==> config.mk <==
export PLATFORM = sky130hd
export DESIGN_NAME = cflow_mr_flat
export DESIGN_NICKNAME = d
export VERILOG_FILES = /design/src/rtl/cflow_mr_if.sv /design/src/rtl/cflow_mr.sv /design/src/flat_wrapper.sv
export SDC_FILE = /design/constraint.sdc
export NUM_CORES = 1
export LEC_CHECK = 0
export CORE_UTILIZATION = 53
export CTS_CLUSTER_DIAMETER = 200
export DETAILED_ROUTE_END_ITERATION = 10
export PLACE_DENSITY = 0.89
export SLEW_MARGIN = 20
export SYNTH_ARGS = -nofsm -noshare
export SYNTH_HDL_FRONTEND = slang
export SYNTH_SLANG_ARGS = --single-unit
==> constraint.sdc <==
create_clock -name clk -period 9.5 [get_ports clk]
set_clock_uncertainty 0.2 [all_clocks]
set_input_delay 0.95 -clock clk [delete_from_list [all_inputs] [get_ports clk]]
set_output_delay 0.95 -clock clk [all_outputs]
set_load 0.05 [all_outputs]
==> src/rtl/cflow_mr_if.sv <==
// CFLog write port between cflow_mr and the log memory / TCB drain logic.
interface cflow_mr_if;
  logic        log_wen;
  logic [15:0] log_ptr;
  logic [15:0] log_data;
  logic        flush;
  logic        flush_ack;

  modport master (output log_wen, log_ptr, log_data, flush, input flush_ack);
  modport slave  (input log_wen, log_ptr, log_data, flush, output flush_ack);
endinterface

==> src/rtl/cflow_mr.sv <==
// Multi-region control-flow attestation: captures taken transfers inside the
// executable regions, compresses repeats and writes (src,dest) words to the CFLog.
module cflow_mr #(
  parameter int          NUM_ER     = 2,
  parameter logic [15:0] LOG_SIZE   = 16'h0100,
  parameter int          CTR_W      = 16,
  parameter logic [15:0] TCB_MIN    = 16'hdffe,
  parameter logic [15:0] RESET_ADDR = 16'he000,
  parameter logic [15:0] PMEM_MIN   = 16'he03e
) (
  input  logic                  clk,
  input  logic                  rst_n,
  input  logic [15:0]           pc,
  input  logic [15:0]           pc_nxt,
  input  logic                  branch_detect,
  input  logic [16*NUM_ER-1:0]  er_min,
  input  logic [16*NUM_ER-1:0]  er_max,
  input  logic                  data_wr,
  input  logic [15:0]           data_addr,
  input  logic                  dma_en,
  input  logic [15:0]           dma_addr,
  input  logic                  spec_hit,
  input  logic [15:0]           spec_addr,
  input  logic [15:0]           spec_id,
  cflow_mr_if.master            log_bus,
  output logic                  reset_req,
  output logic [NUM_ER-1:0]     er_done,
  output logic                  boot,
  output logic                  overrun
);

  typedef enum logic [2:0] {IDLE, WR_CTR, WR_SRC, WR_DST, WR_SPEC, FLUSH} state_t;

  localparam logic [13:0] REP_MAX = (CTR_W >= 14) ? 14'h3FFF : 14'((32'd1 << CTR_W) - 1);

  state_t      state, state_nxt;
  logic [15:0] ptr, prev_pc;
  logic [31:0] fifo_mem [2];
  logic        fifo_wr, fifo_rd;
  logic [1:0]  fifo_cnt;
  logic        fifo_pop, push, push_ok;
  logic [31:0] head, cur_pair, last_pair;
  logic        last_valid;
  logic [13:0] rep_ctr, ctr_val;
  logic        spec_pend;
  logic [15:0] spec_addr_q, spec_id_q;
  logic        boot_done;
  logic        take, compress;
  logic [15:0] room, need;
  logic        wen;
  logic [15:0] wptr, wdata;
  logic        unused_pc_nxt;

  assign unused_pc_nxt = ^pc_nxt;

  function automatic logic in_region(input logic [15:0] a);
    logic r;
    r = 1'b0;
    for (int i = 0; i < NUM_ER; i++)
      if (a >= er_min[16*i +: 16] && a <= er_max[16*i +: 16]) r = 1'b1;
    return r;
  endfunction

  assign push    = branch_detect & in_region(pc);
  assign push_ok = push & ((fifo_cnt != 2'd2) | fifo_pop);
  assign head    = fifo_mem[fifo_rd];

  // Payload storage needs no reset; validity is tracked by fifo_cnt.
  always_ff @(posedge clk) begin
    if (push_ok) fifo_mem[fifo_wr] <= {prev_pc, pc};
  end

  always_ff @(posedge clk or negedge rst_n) begin
    if (!rst_n) begin
      fifo_wr  <= 1'b0;
      fifo_rd  <= 1'b0;
      fifo_cnt <= 2'd0;
      overrun  <= 1'b0;
      prev_pc  <= 16'h0000;
    end else begin
      prev_pc <= pc;
      if (push_ok) fifo_wr <= ~fifo_wr;
      if (fifo_pop) fifo_rd <= ~fifo_rd;
      case ({push_ok, fifo_pop})
        2'b10:   fifo_cnt <= fifo_cnt + 2'd1;
        2'b01:   fifo_cnt <= fifo_cnt - 2'd1;
        default: fifo_cnt <= fifo_cnt;
      endcase
      if (push && !push_ok) overrun <= 1'b1;
    end
  end

  assign room = (ptr >= LOG_SIZE) ? 16'd0 : LOG_SIZE - ptr;
  assign need = (rep_ctr != 14'd0) ? 16'd3 : 16'd2;

  // The room check leaves the pair in the FIFO so it is retried after the drain.
  always_comb begin
    state_nxt = state;
    fifo_pop  = 1'b0;
    take      = 1'b0;
    compress  = 1'b0;
    wen       = 1'b0;
    wptr      = ptr;
    wdata     = 16'h0000;
    case (state)
      IDLE: begin
        if (spec_hit || spec_pend) begin
          state_nxt = WR_SPEC;
        end else if (fifo_cnt != 2'd0) begin
          if (last_valid && head == last_pair && rep_ctr < REP_MAX) begin
            fifo_pop = 1'b1;
            compress = 1'b1;
          end else if (need > room) begin
            state_nxt = FLUSH;
          end else begin
            fifo_pop  = 1'b1;
            take      = 1'b1;
            state_nxt = (rep_ctr != 14'd0) ? WR_CTR : WR_SRC;
          end
        end
      end
      WR_CTR: begin
        wen       = 1'b1;
        wdata     = {2'b11, ctr_val};
        state_nxt = WR_SRC;
      end
      WR_SRC: begin
        wen       = 1'b1;
        wdata     = cur_pair[31:16];
        state_nxt = WR_DST;
      end
      WR_DST: begin
        wen       = 1'b1;
        wdata     = cur_pair[15:0];
        state_nxt = IDLE;
      end
      WR_SPEC: begin
        wen       = 1'b1;
        wptr      = spec_addr_q;
        wdata     = spec_id_q;
        state_nxt = IDLE;
      end
      FLUSH: begin
        if (log_bus.flush_ack) state_nxt = IDLE;
      end
      default: state_nxt = IDLE;
    endcase
  end

  assign log_bus.log_wen  = wen;
  assign log_bus.log_ptr  = wptr;
  assign log_bus.log_data = wdata;
  assign log_bus.flush    = (state == FLUSH);

  always_ff @(posedge clk or negedge rst_n) begin
    if (!rst_n) begin
      state       <= IDLE;
      ptr         <= 16'h0000;
      cur_pair    <= 32'h0;
      last_pair   <= 32'h0;
      last_valid  <= 1'b0;
      rep_ctr     <= 14'd0;
      ctr_val     <= 14'd0;
      spec_pend   <= 1'b0;
      spec_addr_q <= 16'h0000;
      spec_id_q   <= 16'h0000;
    end else begin
      state <= state_nxt;
      case (state)
        WR_CTR, WR_SRC, WR_DST: ptr <= ptr + 16'd1;
        WR_SPEC:                ptr <= spec_addr_q + 16'd1;
        FLUSH:                  if (log_bus.flush_ack) ptr <= 16'h0000;
        default:                ptr <= ptr;
      endcase
      if (compress) rep_ctr <= rep_ctr + 14'd1;
      if (take) begin
        cur_pair   <= head;
        last_pair  <= head;
        last_valid <= 1'b1;
        ctr_val    <= rep_ctr;
        rep_ctr    <= 14'd0;
      end
      if (state == WR_SPEC) begin
        last_valid <= 1'b0;
        rep_ctr    <= 14'd0;
      end
      // A hit during a burst stays pending until the FSM returns to IDLE.
      if (spec_hit) begin
        spec_pend   <= 1'b1;
        spec_addr_q <= spec_addr;
        spec_id_q   <= spec_id;
      end else if (state == WR_SPEC) begin
        spec_pend <= 1'b0;
      end
    end
  end

  always_ff @(posedge clk or negedge rst_n) begin
    if (!rst_n) begin
      reset_req <= 1'b0;
      boot_done <= 1'b0;
    end else begin
      reset_req <= (data_wr && in_region(data_addr)) || (dma_en && in_region(dma_addr));
      if (pc == TCB_MIN) boot_done <= 1'b1;
      else if (pc == RESET_ADDR) boot_done <= 1'b0;
    end
  end

  assign boot = (pc == PMEM_MIN);

  always_comb begin
    er_done = '0;
    for (int i = 0; i < NUM_ER; i++)
      er_done[i] = (pc == er_max[16*i +: 16]) && boot_done;
  end

endmodule

==> src/flat_wrapper.sv <==
// flat-port wrapper written by rule: the top's interface ports become plain ports
module cflow_mr_flat 
#(
  parameter int          NUM_ER     = 2,
  parameter logic [15:0] LOG_SIZE   = 16'h0100,
  parameter int          CTR_W      = 16,
  parameter logic [15:0] TCB_MIN    = 16'hdffe,
  parameter logic [15:0] RESET_ADDR = 16'he000,
  parameter logic [15:0] PMEM_MIN   = 16'he03e
)
  (clk, rst_n, pc, pc_nxt, branch_detect, er_min, er_max, data_wr, data_addr, dma_en, dma_addr, spec_hit, spec_addr, spec_id, reset_req, er_done, boot, overrun, log_bus_log_wen, log_bus_log_ptr, log_bus_log_data, log_bus_flush, log_bus_flush_ack);
  cflow_mr_if log_bus_i ();
  input  logic clk;
  input  logic rst_n;
  input  logic [15:0] pc;
  input  logic [15:0] pc_nxt;
  input  logic branch_detect;
  input  logic [16*NUM_ER-1:0] er_min;
  input  logic [16*NUM_ER-1:0] er_max;
  input  logic data_wr;
  input  logic [15:0] data_addr;
  input  logic dma_en;
  input  logic [15:0] dma_addr;
  input  logic spec_hit;
  input  logic [15:0] spec_addr;
  input  logic [15:0] spec_id;
  output logic reset_req;
  output logic [NUM_ER-1:0] er_done;
  output logic boot;
  output logic overrun;
  output wire logic [$bits(log_bus_i.log_wen)-1:0] log_bus_log_wen;
  output wire logic [$bits(log_bus_i.log_ptr)-1:0] log_bus_log_ptr;
  output wire logic [$bits(log_bus_i.log_data)-1:0] log_bus_log_data;
  output wire logic [$bits(log_bus_i.flush)-1:0] log_bus_flush;
  input wire logic [$bits(log_bus_i.flush_ack)-1:0] log_bus_flush_ack;
  assign log_bus_log_wen = log_bus_i.log_wen;
  assign log_bus_log_ptr = log_bus_i.log_ptr;
  assign log_bus_log_data = log_bus_i.log_data;
  assign log_bus_flush = log_bus_i.flush;
  assign log_bus_i.flush_ack = log_bus_flush_ack;
  cflow_mr #(.NUM_ER(NUM_ER), .LOG_SIZE(LOG_SIZE), .CTR_W(CTR_W), .TCB_MIN(TCB_MIN), .RESET_ADDR(RESET_ADDR), .PMEM_MIN(PMEM_MIN)) u_core (.clk(clk), .rst_n(rst_n), .pc(pc), .pc_nxt(pc_nxt), .branch_detect(branch_detect), .er_min(er_min), .er_max(er_max), .data_wr(data_wr), .data_addr(data_addr), .dma_en(dma_en), .dma_addr(dma_addr), .spec_hit(spec_hit), .spec_addr(spec_addr), .spec_id(spec_id), .log_bus(log_bus_i), .reset_req(reset_req), .er_done(er_done), .boot(boot), .overrun(overrun));
endmodule
## After elaboration in Yosys (flattened, before gate mapping)

Memories as Yosys holds them, arrays and structs flattened.
Index checks and enable logic that the tools add are counted.

- Add/subtract/negate cells: 6
- Order comparisons: 15
- Eq/ne operators: 17
- Multiplexer cells: 45
- Bitwise gates (word level): 5
- Reductions and logical operators: 29

Operators by type and width:

| operator | number |
|---|---|
| $ge 16x16->1 | 6 |
| $le 16x16->1 | 6 |
| $pmux 16 s4 | 1 |
| $eq 16x16->1 const B | 3 |
| $mux 16 | 3 |
| $pmux 16 s3 | 1 |
| $mux 14 | 3 |
| $add 16x1->16 const B | 2 |
| $eq 16x16->1 | 2 |
| $eq 32x32->1 | 1 |
| $mux 1 | 29 |
| $ge 16x9->1 const B | 1 |
| $gt 16x16->1 | 1 |
| $sub 9x16->16 const A | 1 |
| $mux 3 | 5 |
| $add 14x1->14 const B | 1 |
| $lt 14x14->1 const B | 1 |
| $reduce_bool 14->1 | 1 |
| $logic_and 1x1->1 | 13 |
| $pmux 3 s4 | 1 |
| $reduce_bool 2->1 | 5 |
| $eq 3x2->1 const B | 2 |
| $eq 3x3->1 const B | 2 |
| $reduce_bool 3->1 | 2 |
| other kinds (21) | 24 |

- Register bits: 136
- Bits in writable memories: 64
- Word-level logic and storage cells: 134
- Memories kept: 1

Memories:

| name | words | bits a word | read ports | clocked after Yosys merged registers in | wr ports | line | text |
|---|---|---|---|---|---|---|---|
| u_core.fifo_mem | 2 | 32 | 1 | 0 | 1 | cflow_mr.sv:38 | `logic [31:0] fifo_mem [2];` |

## Logic depth before layout (Yosys ltp)

Gate-level depths: netlist of the first run.

- Depth in word-level cells: 12
- Mapped depth: 15
- Gate-level depth less buffers: 14

## Worst setup path after synthesis of the first run

No wires, ideal clock.

- Kind: input to register
- Start point: in er_max[17]
- End point: mem u_core.fifo_mem[0][0] (enable)
- Setup time: 0.425 ns
- Arrival: 4.073 ns
- Path slack: 4.803 ns
- Cell stages on the path: 10
- Path buffers: 0
- Cell sequence: inv_1 > ha_1 > nor2b_1 > o211ai_1 > a21oi_1 > o311a_1 > a2111oi_0 > a31oi_1 > nor2b_1 > nor2b_1

- Word-level cells in the longest chain between the ends: 7

Ends and longest elaborated chain:

| item | line | text |
|---|---|---|
| start, declared | flat_wrapper.sv:19 | `input logic [16*NUM_ER-1:0] er_max;` |
| $le 16x16->1 | cflow_mr.sv:60 | `if (a >= er_min[16*i +: 16] && a <= er_max[16*i +: 16]) r = 1'b1;` |
| $logic_and 1x1->1 | cflow_mr.sv:60 |  |
| $mux 1 | cflow_mr.sv:60 |  |
| $and 1x1->1 | cflow_mr.sv:64 | `assign push = branch_detect & in_region(pc);` |
| $and 1x1->1 | cflow_mr.sv:65 | `assign push_ok = push & ((fifo_cnt != 2'd2) \| fifo_pop);` |
| $mux 1 | cflow_mr.sv:70 | `if (push_ok) fifo_mem[fifo_wr] <= {prev_pc, pc};` |
| $mux 1 (not written as such) | cflow_mr.sv:70 |  |
| end, declared | cflow_mr.sv:38 |  |

No other way between the ends.

## Final worst setup path of the first run

- Start point: in pc[14]
- End point: out er_done[0]

- Word-level cells in the longest chain between the ends: 2

Ends and longest elaborated chain:

| item | line | text |
|---|---|---|
| start, declared | flat_wrapper.sv:15 | `input logic [15:0] pc;` |
| $eq 16x16->1 | cflow_mr.sv:214 | `er_done[i] = (pc == er_max[16*i +: 16]) && boot_done;` |
| $logic_and 1x1->1 | cflow_mr.sv:214 |  |
| end, declared | flat_wrapper.sv:28 | `output logic [NUM_ER-1:0] er_done;` |

No other way between the ends.

==> results.txt, run 1 <==
largest net degree at the start of global routing: 83
final core occ: 65.9%
Vias: 10800
synth cell count leaders: ha_1 (197), dfrtp_1 (136), nand2_1 (104), inv_1 (88), edfxtp_1 (64)
Fin Setup TNS: 0 ns
DPL Wire Length: 26.7 mm
initial antenna violation count: 0
max_cap viols: 0
CP Launch Type: input port
drt pass-1 iters: 5
root buffer cell: clkbuf_16
ys flop type: dfrtp_1
Clock Pin Slew Worst Setup and Hold Paths: 0.07 ns
worst-skew pair later-pin latency: 0.43 ns
Pint: 2140 uW
Yosys top cell area share: 25.6%
Resized Gates After CTS: 0
area growth from synthesis to layout: 21.4%
Max Slew Vio Count: 0
Die W: 160 um
CP required: 8.35 ns
cell area after synthesis: 0.0133 mm2
number of cell rows: 57
Initial Util: 54.3%
most common cell in the netlist: ha_1
H-tree Lvls: 4
setup violators final: 0
mean post-synth cell area: 10.5 um2
GP Congestion: 0.998
PwrDens: 222 mW/mm2
Logic pwr share: 43.6%
drt wl/cell: 19.6 um
DRC errors left: 0
final design area excluding fillers: 0.0161 mm2
CTS tree: yes
Die Footprint: 0.0257 mm2
RSZ-0062 raised after global routing: false
dominant cell type by area after synthesis: dfrtp_1
hold_buf cts: 0
1st-iter DRT viols: 771
CTS buffer count: 17
crit end category: primary output
critical path type: input port to primary output
register area share after synthesis: 40.1%
I/O Pins: 206
CTS max path bufs: 2
EDFF count, synth: 64
VDD IR max: 0.215 mV
clock share of power: 21.9%
CP Data Arrival Time: 3.79 ns
global route overflow: 0
sequential cell area: 0.00533 mm2
Slew headroom: 32.1%
Core ar.: 0.0245 mm2
switching share of power: 40.1%
YS warnings: 0
post-synthesis register bit count: 200
Inserted Diodes: 0
minimum clock period: 4.94 ns
Worst-Margin Slew: 1.02 ns
critical path peak fanout: 9
footprint of the multi-input gates: 0.00747 mm2
FMAX: 203 MHz
vias in the first global route: 10900
placed cell areas: 0.0155 mm2
post-CTS setup buffers: 0
DRT Wirelength: 35.0 mm
top post-synthesis cells by area: dfrtp_1 (26%), ha_1 (19%), edfxtp_1 (14%)
Net Sw Power: 1430 uW
Routed Antenna Nets: 0
port bufs: 189
Post-synth ARST share: 68.0%
fraction of layout cells with a size suffix above 1: 6.98%
final net count: 1812
sequential share of power: 34.5%
Net Count, Synth: 1627
Synth Instances: 1263
Final Power: 3570 uW
Die Height: 160 um
status: finished, final reports clean
total track usage: 27.8%
post-synth cell types: 65
Lkg Pwr: 0.00712 uW
Final Hold Fails: 0
Layout fillers: 1755
Clock Sinks: 200
first-pass GRT wire length: 56.0 mm
min-delay worst type: flip-flop to flip-flop
Vias per Instance: 6.02
final period utilization: 52.0%
worst max-delay path, cell delays in order:
cell             delay (ns)
clkdlybuf4s50_1        0.62
ha_1                   0.44
nand4_1                0.22
nor4_1                 0.48
and2_1                 0.24
clkdlybuf4s50_1        0.82
per-stage QoR:
stage,setup WS [ns],instances,hold WS (ns)
after floorplan,4.80,1263,0.220
after global placement,4.63,1753,0.222
after detailed placement,4.60,1753,0.233
after CTS,4.60,1785,0.249
after global routing,4.39,1785,0.254
final,4.56,1785,0.246
sequential cells by signal, indices dropped and copies added (netlist names):
name	count
u_core.spec_pend	1
u_core.overrun	1
u_core.cur_pair	32
u_core.rep_ctr	14
u_core.fifo_wr	1
u_core.spec_addr_q	16
u_core.boot_done	1
u_core.state	3
u_core.fifo_rd	1
u_core.spec_id_q	16
u_core.fifo_mem	64
u_core.reset_req	1
u_core.fifo_cnt	2
u_core.prev_pc	16
u_core.ptr	16
u_core.ctr_val	14
u_core.last_valid	1
cells in the final DEF (no fill, tap or decap), drive strengths merged, types with 30 or more instances in the layout:
master / Yosys / layout
ha: 197 / 197
clkdlybuf4s50: 0 / 188
dfrtp: 136 / 136
nand2: 105 / 105
inv: 88 / 90
o21ai: 84 / 84
edfxtp: 64 / 64
mux2: 61 / 61
nor2: 55 / 55
a21oi: 55 / 55
xnor2: 52 / 52
mux2i: 43 / 43
a21o: 40 / 40
nand4: 30 / 30
nand3: 30 / 30
logic make-up (layout without fill, tap and decap cells):
| kind of cell | Yosys count | in the layout | share of synthesized area, % |
|---|---|---|---|
| and+or+nand+nor | 313 | 313 | 12.0 |
| AOI/OAI and AO/OA | 268 | 268 | 13.0 |
| DFF | 200 | 200 | 40.1 |
| adders and majority gates | 197 | 197 | 18.6 |
| buffers and inverters | 119 | 317 | 3.71 |
| muxes | 104 | 104 | 8.55 |
| xor gates and xnor gates | 62 | 62 | 4.09 |
metal layers:
layer	vias up	track usage [%]	share of wire, %	wire [um]
met5	-	0	0	0
met4	0	11.4	4.0	1390
met3	88	3.54	5.7	2010
met2	473	47.5	49	17000
met1	5150	35.5	42	14600
li1	5039	-	-	-
area by class of cell:
type	instances	share of cell area [%]
Clock buffer	21	2.73
Tap cell	324	2.51
Sequential cell	200	33.0
Clock inverter	11	1.22
Timing Repair Buffer	197	12.1
Inverter	88	2.05
Multi-Input combinational cell	944	46.3
power groups by stage:
stage	Sequential [uW]	Combinational, uW	Clock (uW)
floorplan	1150	1120	0
global placement	1230	1490	0
detailed placement	1240	1530	0
CTS	1230	1550	789
global route	1250	1670	821
finish	1230	1560	784
path summary, 6_finish.rpt:
check	slack, ns	startpoint	cells past startpoint	endpoint
worst min-delay path	0.25	u_core.prev_pc[7]$_DFF_PN0_	0	u_core.fifo_mem[0][23]$_DFFE_PP_
worst min register to register	0.25	u_core.prev_pc[7]$_DFF_PN0_	0	u_core.fifo_mem[0][23]$_DFFE_PP_
worst max-delay path	4.56	pc[14]	6	er_done[0]
worst max register to register	4.97	u_core.fifo_rd$_DFFE_PN0P_	9	u_core.rep_ctr[7]$_DFFE_PN0P_
min in group asynchronous	0.35	rst_n	1	u_core.cur_pair[7]$_DFFE_PN0P_
max in group asynchronous	7.39	rst_n	2	u_core.fifo_rd$_DFFE_PN0P_
No activity file was read; power rests on OpenSTA's default activity.
==> inputs of run 2 (changes only) <==
CORE_UTILIZATION = 50   (was 53)
PLACE_DENSITY = 0.88   (was 0.89)
clock period = 4.24 ns   (was 9.5 ns; I/O delays follow)
==> results.txt, run 2 (synthesized netlist as in run 1, its figures left out) <==
final net count: 1820 (+0.44%)
CP Launch Type: input port
final hold slack: 0.246 ns (+0.000213 ns)
CTS buffer count: 17 (unchanged)
Hold Path End: u_core.fifo_mem[0][27]$_DFFE_PP_
Routed Antenna Nets: 0 (unchanged)
CP Data Arrival Time: 3.32 ns (-0.47 ns)
DPL Wire Length: 27.0 mm (+1.1%)
Fin Setup TNS: 0 ns (unchanged)
commonest non-fill, non-tap cell in the layout: ha_1
CTS max path bufs: 2 (unchanged)
crit end category: primary output
CTS tree: yes
RR Endpoint: u_core.fifo_mem[1][31]$_DFFE_PP_
Core ar.: 0.0261 mm2 (+6.5%)
max_cap viols: 0 (unchanged)
Max Slew Vio Count: 0 (unchanged)
area growth from synthesis to layout: 22.1%
final core occ: 62.2% (-3.7 points)
Final Hold Fails: 0 (unchanged)
Finished Layout Cells: 1804 (+1.1%)
total track usage: 26.6% (-1.2 points)
largest net degree at the start of global routing: 109 (+31%)
minimum clock period: 3.95 ns
DRT Wirelength: 35.4 mm (+0.98%)
DRC errors left: 0 (unchanged)
VDD IR max: 0.691 mV (+220%)
PwrDens: 490 mW/mm2 (+120%)
Initial Util: 51.0% (-3.3 points)
Clock Pin Slew Worst Setup and Hold Paths: 0.08 ns (about the same)
Slew headroom: 41.8% (+9.7 points)
drt wl/cell: 19.6 um (about the same)
RSZ-0062 raised after global routing: false
Vias per Instance: 5.99 (-0.61%)
Inserted Diodes: 0 (unchanged)
largest reg by FF count: u_core.fifo_mem
initial antenna violation count: 0 (unchanged)
Die W: 165 um (+2.9%)
min-delay worst type: flip-flop to flip-flop
status: finished, final reports clean
Clock Sinks: 200 (unchanged)
worst-skew pair later-pin latency: 0.45 ns (+0.02 ns)
Inst Count DP: 1771 (+1.0%)
vias in the first global route: 10900 (-0.53%)
worst reg2reg path depth: 15 (+6)
number of cell rows: 59 (+3.5%)
CP required: 3.62 ns (-4.73 ns)
root buffer cell: clkbuf_16
hold path startpoint: u_core.prev_pc[11]$_DFF_PN0_
Largest regs: u_core.fifo_mem x64, u_core.cur_pair x32
critical path type: input port to primary output
max FFs per register: 64 (unchanged)
Vias: 10800 (+0.45%)
first-pass GRT wire length: 55.7 mm (-0.41%)
most frequent cells in the layout: ha_1 (197), clkdlybuf4s50_1 (188), dfrtp_1 (135)
Die Height: 165 um (+2.9%)
1st-iter DRT viols: 869 (+13%)
Worst-Margin Slew: 0.873 ns (-0.142 ns)
fraction of layout cells with a size suffix above 1: 7.83% (+0.85 points)
setup violators final: 0 (unchanged)
R2R Path Start: u_core.rep_ctr[0]$_DFFE_PN0P_
FMAX: 253 MHz
global route overflow: 0 (unchanged)
Die Footprint: 0.0272 mm2 (+5.9%)
flop-to-flop setup slack: 0.32 ns (-4.65 ns)
Layout fillers: 1960 (+12%)
Lkg Pwr: 0.00717 uW (+0.59%)
GP Congestion: 0.993 (-0.55%)
critical path peak fanout: 9 (unchanged)
final period utilization: 93.1%
drt pass-1 iters: 6 (+1)
hold path depth: 0 (unchanged)
port bufs: 189 (unchanged)
H-tree Lvls: 4 (unchanged)
I/O Pins: 206 (unchanged)
-- run 2: changes by cell type in the layout (fill, tap and decap cells not counted), moves of 2 or more --
cell       previous run  this run
buf_12                0         3
inv_8                 0         6
clkbuf_1              4         0
bufinv_16             5         0
clkinv_4              2         0
clkbuf_8              0         2
buf_4                 8        12
clkinv_8              0         5
-- run 2: worst max-delay path by stage --
| stage | start | to | cells after the start |
|---|---|---|---|
| finish | pc[15] | er_done[0] | 6 |
| detailed placement | pc[15] | u_core.fifo_mem[0][25]$_DFFE_PP_ | 11 |
| CTS | u_core.rep_ctr[0]$_DFFE_PN0P_ | u_core.fifo_mem[1][6]$_DFFE_PP_ | 15 |
| global route | u_core.rep_ctr[0]$_DFFE_PN0P_ | u_core.fifo_mem[1][2]$_DFFE_PP_ | 15 |
| global placement | pc[0] | u_core.fifo_mem[1][25]$_DFFE_PP_ | 11 |
| floorplan | u_core.ptr[11]$_DFFE_PN0P_ | u_core.fifo_mem[1][0]$_DFFE_PP_ | 11 |
-- run 2: timing repair --
item / 4_1_cts / 5_1_grt
resized for setup: 0 / 1
endpoints found under the setup margin: 0 / 64
hold endpoints to repair: 107 / 0
setup buffers: 0 / 0
hold buffers: 1 / 0
-- run 2: routing by layer --
layer / wire length (um) / vias to the layer above / global-route usage (%) / share of wire (%)
met5: 0 / - / 0 / 0
met4: 1290 / 0 / 12.4 / 3.7
met3: 1850 / 74 / 2.86 / 5.2
met2: 17200 / 449 / 45.1 / 49
met1: 15000 / 5199 / 33.9 / 43
li1: - / 5076 / - / -
-- run 2: area by class of cell --
| type | count | area, um2 | area share, % |
|---|---|---|---|
| Tap cell | 335 | 419 | 2.58 |
| Inverter | 88 | 330 | 2.04 |
| Clock inverter | 14 | 174 | 1.07 |
| Clock buffer | 18 | 439 | 2.71 |
| Timing Repair Buffer | 205 | 2060 | 12.7 |
| Sequential cell | 200 | 5330 | 32.8 |
| Multi-Input combinational cell | 944 | 7470 | 46.1 |
-- run 2: power by group --
part	internal (uW)	switching, uW
Sequential	2340	363
Combinational	1440	2170
Clock	819	815
Total	4590	3350
-- run 2: worst max-delay path: stages --
cell	delay [ns]
clkdlybuf4s50_1	0.69
ha_1	0.45
nand4_1	0.21
nor4_1	0.48
and2_1	0.25
clkdlybuf4s50_1	0.82
-- run 2: per-stage QoR --
stage               total power (uW)  setup WS, ns  cell area [um2]
floorplan                       5090         0.496            13300
global placement                6150         0.324            15600
detailed placement              6270         0.256            15600
CTS                             7930         0.221            16200
global route                    8350        0.0571            16200
finish                          7950         0.291            16200
==> inputs of run 3 (changes only) <==
CORE_UTILIZATION = 45   (was 50)
CTS_CLUSTER_SIZE = 16   (was not set)
PLACE_DENSITY = 0.81   (was 0.88)
==> results.txt, run 3 (synthesized netlist as in run 1, its figures left out) <==
minimum clock period: 3.89 ns (-0.0621 ns)
root buffer cell: clkbuf_16
CTS max path bufs: 2 (unchanged)
post-CTS setup buffers: 0 (unchanged)
final net count: 1826 (+0.33%)
Net Sw Power: 3280 uW (-2.2%)
global route overflow: 0 (unchanged)
Largest regs: u_core.fifo_mem x64, u_core.cur_pair x32
flop-to-flop setup slack: 0.37 ns (+0.05 ns)
drt pass-1 iters: 5 (-1)
status: finished, final reports clean
GP Congestion: 0.947 (-4.6%)
DRC errors left: 0 (unchanged)
Clock Pin Slew Worst Setup and Hold Paths: 0.08 ns (about the same)
switching share of power: 41.4% (-0.78 points)
Die Height: 174 um (+5.3%)
clock share of power: 20.7% (about the same)
initial antenna violation count: 0 (unchanged)
Final Hold Fails: 0 (unchanged)
number of cell rows: 62 (+5.1%)
max_cap viols: 0 (unchanged)
Worst-Margin Slew: 0.902 ns (+0.0292 ns)
min-delay worst type: flip-flop to flip-flop
final period utilization: 91.7% (-1.5 points)
DRT Wirelength: 34.7 mm (-2.0%)
fin worst setup slack: 0.353 ns (+0.0621 ns)
Routed Antenna Nets: 0 (unchanged)
most frequent cells in the layout: ha_1 (197), clkdlybuf4s50_1 (188), dfrtp_1 (135)
RSZ-0062 raised after global routing: false
Die W: 174 um (+5.3%)
Vias per Instance: 5.72 (-4.5%)
largest net degree at the start of global routing: 113 (+3.7%)
commonest non-fill, non-tap cell in the layout: ha_1
Inserted Diodes: 0 (unchanged)
crit end category: primary output
RR Endpoint: u_core.fifo_mem[0][24]$_DFFE_PP_
worst-skew pair later-pin latency: 0.45 ns (about the same)
Lkg Pwr: 0.00720 uW (+0.52%)
Slew headroom: 39.9% (-1.9 points)
vias in the first global route: 10700 (-1.1%)
CP required: 3.62 ns (about the same)
hold_buf cts: 1 (unchanged)
CP Capture Point: er_done[0]
Resized Gates After CTS: 0 (unchanged)
max FFs per register: 64 (unchanged)
Core ar.: 0.0289 mm2 (+11%)
Initial Util: 46.0% (-4.9 points)
worst reg2reg path depth: 11 (-4)
drt wl/cell: 18.6 um (-4.9%)
port bufs: 189 (unchanged)
Logic pwr share: 45.7% (+0.2 points)
Fin Setup TNS: 0 ns (unchanged)
DPL Wire Length: 27.1 mm (+0.41%)
CP Launch Type: input port
Pint: 4640 uW (+0.97%)
total track usage: 23.6% (-3.0 points)
first-pass GRT wire length: 56.2 mm (+0.88%)
PwrDens: 485 mW/mm2 (-0.97%)
Max Slew Vio Count: 0 (unchanged)
H-tree Lvls: 4 (unchanged)
largest reg by FF count: u_core.fifo_mem
area growth from synthesis to layout: 22.8%
CTS buffer count: 17 (unchanged)
R2R Path Start: u_core.fifo_rd$_DFFE_PN0P_
pre-CTS setup slack: 0.265 ns (+0.00833 ns)
Vias: 10600 (-1.6%)
Critical Path Start: pc[14]
CP Data Arrival Time: 3.26 ns (-0.06 ns)
setup violators final: 0 (unchanged)
Die Footprint: 0.0302 mm2 (+11%)
FMAX: 257 MHz (+1.6%)
critical path peak fanout: 9 (unchanged)
I/O Pins: 206 (unchanged)
VDD IR max: 0.324 mV (-53%)
CTS tree: yes
1st-iter DRT viols: 599 (-31%)
sequential share of power: 33.6% (-0.4 points)
fraction of layout cells with a size suffix above 1: 8.14% (+0.31 points)
critical path type: input port to primary output
Clock Sinks: 200 (unchanged)
run 3: worst min path at each step:
stage,start,end,slack [ns],depth (start not counted)
floorplan,rst_n,u_core.boot_done$_DFFE_PN0P_,-0.07,0
global placement,u_core.prev_pc[2]$_DFF_PN0_,u_core.fifo_mem[0][18]$_DFFE_PP_,0.22,0
detailed placement,u_core.prev_pc[9]$_DFF_PN0_,u_core.fifo_mem[0][25]$_DFFE_PP_,0.23,0
CTS,u_core.prev_pc[9]$_DFF_PN0_,u_core.fifo_mem[1][25]$_DFFE_PP_,0.25,0
global route,u_core.prev_pc[4]$_DFF_PN0_,u_core.fifo_mem[1][20]$_DFFE_PP_,0.27,0
finish,u_core.prev_pc[9]$_DFF_PN0_,u_core.fifo_mem[1][25]$_DFFE_PP_,0.25,0
run 3: cell type report:
type	count	area [um2]
fillers	2392	12500
multi-input cells	944	7470
flip-flops and latches	200	5330
repair buffers	211	2100
well taps	384	480
clock buffers	17	425
inverters	88	330
clock inverters	15	183
run 3: critical path, stage by stage:
cell	delay, ns
clkdlybuf4s50_1	0.67
ha_1	0.46
nand4_1	0.19
nor4_1	0.45
and2_1	0.24
clkdlybuf4s50_1	0.83
run 3: metrics by stage:
| step | util [%] | hold WS (ns) | total power [uW] | std cells | instance area, um2 |
|---|---|---|---|---|---|
| floorplan | - | -0.0716 | 5090 | 1263 | 13300 |
| global placement | 54.4 | 0.223 | 6190 | 1826 | 15700 |
| detailed placement | 54.4 | 0.234 | 6280 | 1826 | 15700 |
| CTS | 56.5 | 0.251 | 7940 | 1859 | 16300 |
| global route | 56.5 | 0.268 | 8360 | 1859 | 16300 |
| finish | 56.5 | 0.251 | 7920 | 1859 | 16300 |
run 3: power by group through the flow:
stage / registers [uW] / logic, uW / clock network (uW)
finish: 2660 / 3620 / 1640
global route: 2710 / 3910 / 1740
CTS: 2660 / 3620 / 1660
detailed placement: 2690 / 3590 / 0
global placement: 2670 / 3520 / 0
floorplan: 2590 / 2500 / 0
run 3: layer usage:
metal / wire length (um) / GRT usage (%)
met4: 1230 / 9.65
met5: 0 / 0
met1: 15400 / 31.3
met3: 1660 / 3.16
met2: 16400 / 38.9
